--- config.mk ---
export PLATFORM = sky130hd
export DESIGN_NAME = pixel_mem_arbiter
export DESIGN_NICKNAME = d
export VERILOG_FILES = /design/src/rtl/pixel_mem_arbiter.sv
export SDC_FILE = /design/constraint.sdc
export NUM_CORES = 1
export LEC_CHECK = 0
export CAP_MARGIN = 20
export CORE_ASPECT_RATIO = 0.5
export CORE_UTILIZATION = 50
export DETAILED_ROUTE_END_ITERATION = 12
export PLACE_DENSITY = 0.77
export REMOVE_ABC_BUFFERS = 1
export SLEW_MARGIN = 20
export SYNTH_ARGS = -nofsm -noshare
export SYNTH_HDL_FRONTEND = slang
export SYNTH_SLANG_ARGS = --single-unit
--- constraint.sdc ---
create_clock -name clk -period 5.79 [get_ports clk]
set_input_delay 1.158 -clock clk [delete_from_list [all_inputs] [get_ports clk]]
set_output_delay 1.158 -clock clk [all_outputs]
set_load 0.01 [all_outputs]
--- src/rtl/pixel_mem_arbiter.sv ---
// pixel_mem_arbiter
//   Shares a single-port framebuffer RAM between the display scan-out and
//   game-logic cell writes. Scan reads always win; writes wait in a 2-deep
//   FIFO and drain on any cycle the scan does not need the RAM.
//   Writes to cells outside the framebuffer are accepted, dropped and counted.
//
// Ports
//   clk, rst          system clock, asynchronous active-high reset
//   pix_en            one-cycle pixel-rate strobe
//   x_c, y_c          current scan column / row in screen pixels
//   wr_valid/ready    write request handshake
//   wr_x, wr_y        target cell column / row
//   wr_data           cell value to write
//   mem_addr/we/wdata RAM address, write strobe, write data (combinational)
//   mem_rdata         RAM read data, one cycle after the address
//   pix_data          pixel value to the display (registered)
//   pix_valid         one-cycle strobe, two cycles after each pix_en
//   err_cnt           saturating count of discarded out-of-range writes

module pixel_mem_arbiter #(
    parameter int unsigned FB_W  = 160,
    parameter int unsigned FB_H  = 120,
    parameter int unsigned SHIFT = 2,
    parameter int unsigned DW    = 8,
    parameter int unsigned AW    = 15
) (
    input  logic          clk,
    input  logic          rst,
    input  logic          pix_en,
    input  logic [15:0]   x_c,
    input  logic [15:0]   y_c,
    input  logic          wr_valid,
    output logic          wr_ready,
    input  logic [7:0]    wr_x,
    input  logic [6:0]    wr_y,
    input  logic [DW-1:0] wr_data,
    output logic [AW-1:0] mem_addr,
    output logic          mem_we,
    output logic [DW-1:0] mem_wdata,
    input  logic [DW-1:0] mem_rdata,
    output logic [DW-1:0] pix_data,
    output logic          pix_valid,
    output logic [7:0]    err_cnt
);

    // Visible screen area in screen pixels
    localparam int unsigned ACT_W = FB_W << SHIFT;
    localparam int unsigned ACT_H = FB_H << SHIFT;
    localparam int unsigned CW    = 2;

    typedef struct packed {
        logic [AW-1:0] addr;
        logic [DW-1:0] data;
        logic          ok;
    } entry_t;

    // Registered state
    entry_t        fifo_q [2];
    logic          rd_ptr_q;
    logic          wr_ptr_q;
    logic [CW-1:0] count_q;
    logic [AW-1:0] addr_q;
    logic          cap_valid_q;
    logic          cap_scan_q;

    // Combinational decisions
    logic          scan_slot;
    logic          push;
    logic          pop;
    entry_t        head;
    entry_t        new_entry;
    logic [CW-1:0] count_nxt;
    logic [7:0]    err_nxt;

    // Slot decision, FIFO control and RAM port drive
    always_comb begin
        scan_slot = 1'b0;
        push      = 1'b0;
        pop       = 1'b0;
        head      = fifo_q[rd_ptr_q];
        new_entry = '0;
        count_nxt = count_q;
        err_nxt   = err_cnt;
        wr_ready  = 1'b0;
        mem_we    = 1'b0;
        mem_wdata = '0;
        mem_addr  = addr_q;

        scan_slot = pix_en && (32'(x_c) < ACT_W) && (32'(y_c) < ACT_H);

        // Readiness looks only at the current count, so a full FIFO never
        // accepts even when it is draining this cycle.
        wr_ready  = !rst && (count_q < CW'(2));
        push      = wr_valid && wr_ready;
        pop       = !rst && !scan_slot && (count_q != '0);

        new_entry.addr = AW'(32'(wr_y) * FB_W + 32'(wr_x));
        new_entry.data = wr_data;
        new_entry.ok   = (32'(wr_x) < FB_W) && (32'(wr_y) < FB_H);

        count_nxt = count_q + CW'(push) - CW'(pop);

        if (pop && !head.ok && (err_cnt != 8'hFF)) begin
            err_nxt = err_cnt + 8'd1;
        end

        // Out-of-range pops and idle cycles leave the address where it was
        if (rst) begin
            mem_addr = '0;
        end else if (scan_slot) begin
            mem_addr = AW'(32'(y_c >> SHIFT) * FB_W + 32'(x_c >> SHIFT));
        end else if (pop && head.ok) begin
            mem_we    = 1'b1;
            mem_addr  = head.addr;
            mem_wdata = head.data;
        end
    end

    // FIFO, address hold and error counter
    always_ff @(posedge clk or posedge rst) begin
        if (rst) begin
            for (int i = 0; i < 2; i++) begin
                fifo_q[i] <= '0;
            end
            rd_ptr_q <= 1'b0;
            wr_ptr_q <= 1'b0;
            count_q  <= '0;
            addr_q   <= '0;
            err_cnt  <= '0;
        end else begin
            if (push) begin
                fifo_q[wr_ptr_q] <= new_entry;
                wr_ptr_q         <= !wr_ptr_q;
            end
            if (pop) begin
                rd_ptr_q <= !rd_ptr_q;
            end
            count_q <= count_nxt;
            addr_q  <= mem_addr;
            err_cnt <= err_nxt;
        end
    end

    // Pixel pipeline: remember the slot type for one cycle, then capture
    // the RAM data (or zero for blanking) as the read data arrives.
    always_ff @(posedge clk or posedge rst) begin
        if (rst) begin
            cap_valid_q <= 1'b0;
            cap_scan_q  <= 1'b0;
            pix_valid   <= 1'b0;
            pix_data    <= '0;
        end else begin
            cap_valid_q <= pix_en;
            cap_scan_q  <= scan_slot;
            pix_valid   <= cap_valid_q;
            if (cap_valid_q) begin
                pix_data <= cap_scan_q ? mem_rdata : '0;
            end
        end
    end

endmodule
==> results.toml, run 1 <==
[power]
pwr-share-comb_pct = 43.9
peakVddDrop_mv = 0.198
p_switching_mw = 1.03
power.internal_mw = 1.79
p_seq_share_pct = 34.8
p_leak_nw = 3.10
power.share.clock_pct = 21.4
powerDensity_mw_per_mm2 = 424
switching_share_pct = 36.6

[yosys]
yosys_warnings = 0
synth_commonest_cells = "nand2_1 (130), dfrtp_1 (86), nor2_1 (46)"
yosysSeqAreaShare_pct = 43.1
synth_area_per_cell_um2 = 9.17
synthFlopType = "dfrtp_1"
netlist_area_mm2 = 0.00499
synth_edf_count = 0
ys_seq_elements = 86
synth_top_area_share_pct = 43.1
synthMostInstantiatedCell = "nand2_1"
yosys.area.top_type = "dfrtp_1"
synth_cells = 544
yosysUniqueCellTypes = 49
synth_area_leaders = "dfrtp_1 (43%), nand2_1 (9.8%), ha_1 (9.5%)"
async_flop_share_pct = 100

[global_route]
grt_pass1_wl_mm = 17.9
antenna_found_initial = 0
grt_pass1_vias = 3853
grt_max_degree = 87
overflow = 0
grt_use_total_pct = 22.1

[timing]
hold_viol_final = 0
rsz0062_at_grt = "yes"
setup_tns_ps = 0
final-max-slew-violation-count = 0
fmax_mhz = 178
relSlewSlack_pct = 30.1
worst_pin_slew_ps = 1050
final-setup-viol-count = 0
fin_skew_ps = 9.35
fin_crit_sh_pct = 97.1
fin_crit_ps = 5620

[detailed_routing]
firstDrtPassIters = 4
num_vias = 4168
ant_nets = 0
viasPerCell = 5.18
wl_per_cell_um = 13.6
routed_wl_mm = 11.0
post-route-drc-count = 0
drtIter0Drc = 161

[layout]
antenna_cells = 0
final_nets = 774
drive_gt1_share_pct = 9.25
area_delta_synth_final_pct = 33.3
final_area_mm2 = 0.00665

[critical_path]
endpoint_kind = "output port"
worstSetupStartpointType = "input pin"
cp_cell_sequence = "clkdlybuf4s50_1 > ha_1 > ha_1 > a21o_1 > a21oi_2 > nor2b_1 > o21ai_1 > nand2_1 > xor2_1 > ha_1 > a21oi_2 > nand2_1 > or3_1 > a2111oi_2 > nand3b_1 > buf_2"
reg2reg_from = "rd_ptr_q"
required_ps = 4630
crit_arrival_ps = 4470
crit_buf_inv = 2
crit_path_max_fanout = 4
critical_path_class = "in -> out"
cpLargestDelayFamily = "compound AO/OA/AOI/OAI gates"
cp_common_cell = "ha_1"
max_stage_delay_ps = 430
critical_path.startpoint = "y_c[3]"
cpMaxStageDelayCell = "clkdlybuf4s50_1"

[floorplan]
top_level_ports = 109
rows = 25
die_x_um = 143
die_area_mm2 = 0.0104
start_util_pct = 52.1
coreArea_mm2 = 0.00957
die_y_um = 72.6

[run_status]
status = "complete, no violations"

[placement]
io_buffers = 104
hpwl_mm = 7.96
gp_congestion = 0.848
placed_cell_area_mm2 = 0.00631

[worst_hold_path]
hp-start = "fifo_q[1]"
hold_class = "reg -> reg"

[clock_network]
clk_pin_slew_ps = 70
root_buffer = "clkbuf_16"
insertion_delay_ps = 350
clockBufferDepth = 2
cts_tree = "done"
cts_max_level = 3
tritoncts.num_buffers = 9
clkSinkCount = 86

[run]
maxCapViolCount = 0
==> stage by stage <==
stage	utilization [%]	total power, mW	instances	worst slack [ps]	hold slack (ps)
final	69.5	2.82	805	165	473
after global routing	69.5	3.03	805	-34.2	492
after CTS	69.2	2.83	805	-146	479
after detailed placement	65.9	2.22	789	-452	461
after global placement	65.8	2.18	788	-393	456
after floorplan	-	1.75	521	728	445
==> cell type report <==
type	instances	area [um^2]
clock buffers	9	225
repair buffers	133	1270
clock inverters	7	88.8
fillers	796	2920
flip-flops and latches	86	2150
inverters	20	76.3
multi-input cells	415	2670
well taps	135	169
==> cell families (layout without fill, tap and decap cells) <==
group                      count (synthesis)  in the layout  synth area share, %
buffers and inverters                     43            169                 3.81
muxes                                     25             25                 5.29
xor gates and xnor gates                  30             30                 5.27
and+or+nand+nor                          220            220                 19.3
AOI/OAI and AO/OA                         98             98                 12.0
adders and majority gates                 42             42                 11.1
DFF                                       86             86                 43.1
==> cells in the final DEF (no fill, tap or decap), types with 19 or more instances in the layout <==
cell type / synthesis / routed
nand2_1: 130 / 130
a21oi_1: 27 / 24
buf_4: 2 / 27
ha_1: 38 / 37
clkdlybuf4s50_1: 0 / 98
inv_1: 20 / 19
dfrtp_1: 86 / 86
nor2_1: 46 / 45
xnor2_1: 20 / 20
mux2i_1: 23 / 23
o21ai_0: 36 / 35
==> final timing paths <==
kind,to,slack [ps],cells past startpoint
hold / removal,fifo_q[1],470,2
hold reg to reg,fifo_q[1],470,2
max in group asynchronous,addr_q[9],3670,4
setup / recovery,mem_addr[14],170,16
min in group asynchronous,err_cnt[4],1580,4
setup reg to reg,addr_q[11],3560,5
==> repair_timing <==
action	4_1_cts	5_1_grt
gates resized for setup	4	12
pin swaps	0	5
buffers inserted	0	0
endpoints found under the hold margin	0	0
hold buffers	0	0
endpoints found under the setup margin	2	3
==> metal layers <==
layer	routed length, um	part of all wire (%)	global-route usage (%)
met2	4920	45	35.4
met4	97	0.88	4.37
met3	549	5.0	4.86
met1	5420	49	31.3
met5	0	0	0
==> power by group through the flow <==
stage               sequential [mW]  clock [mW]  combinational (mW)
floorplan                     0.999           0               0.747
global placement              0.978           0                1.20
detailed placement            0.990           0                1.23
CTS                           0.980       0.607                1.24
global route                   1.01       0.635                1.39
finish                        0.979       0.602                1.24
==> worst reg2reg max path: cells and delay by family (launching register included) <==
| family | cells | cell delay (ps) |
|---|---|---|
| flip-flops | 1 | 420 |
| AO/OA/AOI/OAI | 2 | 650 |
| AND/OR/NAND/NOR | 2 | 870 |
| multiplexers | 1 | 220 |
==> flip-flops by register name, summed over array words and instances (netlist names) <==
signal	count
pix_valid	1
count_q	2
fifo_q	48
pix_data	8
wr_ptr_q	1
err_cnt	8
cap_valid_q	1
addr_q	15
rd_ptr_q	1
cap_scan_q	1
(Power assumes the default switching activity.)
==> run 2, diff against run 1 <==
--- a/config.mk
+++ b/config.mk
@@ -6,10 +6,13 @@
 export NUM_CORES = 1
 export LEC_CHECK = 0
 export CAP_MARGIN = 20
+export CELL_PAD_IN_SITES_DETAIL_PLACEMENT = 0
+export CELL_PAD_IN_SITES_GLOBAL_PLACEMENT = 1
 export CORE_ASPECT_RATIO = 0.5
-export CORE_UTILIZATION = 50
+export CORE_UTILIZATION = 39
 export DETAILED_ROUTE_END_ITERATION = 12
-export PLACE_DENSITY = 0.77
+export GPL_ROUTABILITY_DRIVEN = 0
+export PLACE_DENSITY = 0.79
 export REMOVE_ABC_BUFFERS = 1
 export SLEW_MARGIN = 20
 export SYNTH_ARGS = -nofsm -noshare
==> results.toml, run 2 (synthesis gave the netlist of run 1 again) <==
[run_status]
status = "complete, no violations"

[critical_path]
cpLargestDelayFamily = "compound AO/OA/AOI/OAI gates"
worstSetupStartpointType = "input pin"
cp_cell_sequence = "clkdlybuf4s50_1 > ha_1 > ha_2 > a21o_1 > a21oi_2 > nor2b_1 > o21ai_0 > nand2_1 > xor2_1 > ha_1 > a21oi_2 > nand2_1 > or3_4 > a2111oi_2 > nand3b_1 > buf_2"
endpoint_kind = "output port"
max_stage_delay_ps = 440
critical_path_class = "in -> out"
crit_path_max_fanout = 4
crit_arrival_ps = 4420
required_ps = 4630
crit_buf_inv = 2
cpMaxStageDelayCell = "clkdlybuf4s50_1"

[timing]
fin_crit_sh_pct = 96.3
fmax_mhz = 179
final-setup-viol-count = 0
holdWs_ps = 475
fin_skew_ps = 14.8
relSlewSlack_pct = 48.8
hold_viol_final = 0
fin_crit_ps = 5580
worst_pin_slew_ps = 768
rsz0062_at_grt = "no"
final-max-slew-violation-count = 0

[layout]
top_register = "fifo_q"
drive_gt1_share_pct = 9.96
largest_reg_flops = 48
utilization_pct = 55.4
final_nets = 777
antenna_cells = 0
area_delta_synth_final_pct = 34.6
reg_top3 = "fifo_q x48, addr_q x15"
layout_common_cells = "nand2_1 (130), clkdlybuf4s50_1 (98), dfrtp_1 (86)"
fill_cells = 1175
final_common_cell = "nand2_1"

[global_route]
grt_pass1_vias = 3926
grt_max_degree = 87
grt_use_total_pct = 18.1
overflow = 0
antenna_found_initial = 0
grt_pass1_wl_mm = 18.9

[power]
peakVddDrop_mv = 0.210
p_leak_nw = 3.11
p_seq_share_pct = 34.9
p_switching_mw = 1.04
powerDensity_mw_per_mm2 = 416
power.share.clock_pct = 20.5
finalPower_mw = 2.80
pwr-share-comb_pct = 44.6
switching_share_pct = 37.2
power.internal_mw = 1.75

[detailed_routing]
post-route-drc-count = 0
routed_wl_mm = 11.5
ant_nets = 0
num_vias = 4106
firstDrtPassIters = 4
wl_per_cell_um = 13.7
drtIter0Drc = 240
viasPerCell = 4.90

[clock_network]
insertion_delay_ps = 340
cts_max_level = 3
clk_pin_slew_ps = 80
clockBufferDepth = 2
cts_tree = "done"
clkSinkCount = 86
tritoncts.num_buffers = 9
root_buffer = "clkbuf_16"

[floorplan]
die_x_um = 162
die_y_um = 82.0
top_level_ports = 109
rows = 28
coreArea_mm2 = 0.0121
die_area_mm2 = 0.0133
start_util_pct = 41.2

[placement]
io_buffers = 104
hpwl_mm = 8.38

[worst_hold_path]
hold_class = "reg -> reg"

[run]
maxCapViolCount = 0
## run 2: per-layer routing
layer  GRT usage, %  up-vias  wire length, um
li1               -     2099                -
met1           26.2     1916             5910
met2           28.2       89             4990
met3           3.48        2              546
met4           3.40        0               40
met5              0        -                0
## run 2: worst min-delay path, delay by kind of cell (launching register included)
family        cells  cell delay [ps]
flops             1              340
simple gates      2              100
## run 2: power by group through the flow
| stage | registers (mW) | clock network [mW] | logic, mW |
|---|---|---|---|
| detailed placement | 0.987 | 0 | 1.25 |
| floorplan | 0.999 | 0 | 0.747 |
| CTS | 0.977 | 0.590 | 1.25 |
| global placement | 0.980 | 0 | 1.23 |
| finish | 0.975 | 0.573 | 1.25 |
| global route | 1.01 | 0.617 | 1.40 |
## run 2: path summary, 6_finish.rpt
kind,start,endpoint,slack (ps),depth (start not counted)
setup / recovery,y_c[3],mem_addr[14],210,16
hold reg to reg,fifo_q[27],fifo_q[27],470,2
max in group asynchronous,rst,addr_q[4],3580,4
setup reg to reg,rd_ptr_q,addr_q[11],3830,5
hold / removal,fifo_q[27],fifo_q[27],470,2
min in group asynchronous,rst,err_cnt[0],1680,4
## run 2: area by class of cell
| type | instances | area (um^2) | area share [%] |
|---|---|---|---|
| repair buffers | 136 | 1280 | 19.1 |
| clock buffers | 9 | 225 | 3.35 |
| inverters | 20 | 76.3 | 1.14 |
| multi-input cells | 415 | 2690 | 40.0 |
| clock inverters | 7 | 86.3 | 1.29 |
| well taps | 165 | 206 | 3.07 |
| flip-flops and latches | 86 | 2150 | 32.0 |
## run 2: what timing repair did
| action | CTS | global route |
|---|---|---|
| setup buffers | 0 | 1 |
| setup endpoints to repair | 3 | 3 |
| hold buffers | 0 | 0 |
| pin swaps | 0 | 4 |
| resized for setup | 6 | 11 |
## run 2: metrics by stage
step | setup slack, ps | setup TNS (ps) | std cells | area, um^2
after global routing | 16.5 | 0 | 838 | 6720
final | 214 | 0 | 838 | 6720
after floorplan | 728 | 0 | 521 | 4870
after detailed placement | -383 | -581 | 821 | 6360
after global placement | -366 | -527 | 821 | 6360
after CTS | -62.4 | -62.4 | 837 | 6680
==> run 3, diff against run 2 <==
--- a/config.mk
+++ b/config.mk
@@ -5,7 +5,6 @@
 export SDC_FILE = /design/constraint.sdc
 export NUM_CORES = 1
 export LEC_CHECK = 0
-export CAP_MARGIN = 20
 export CELL_PAD_IN_SITES_DETAIL_PLACEMENT = 0
 export CELL_PAD_IN_SITES_GLOBAL_PLACEMENT = 1
 export CORE_ASPECT_RATIO = 0.5
==> results of run 3 <==
The final DEF is identical to that of run 2; final timing and power are the same.
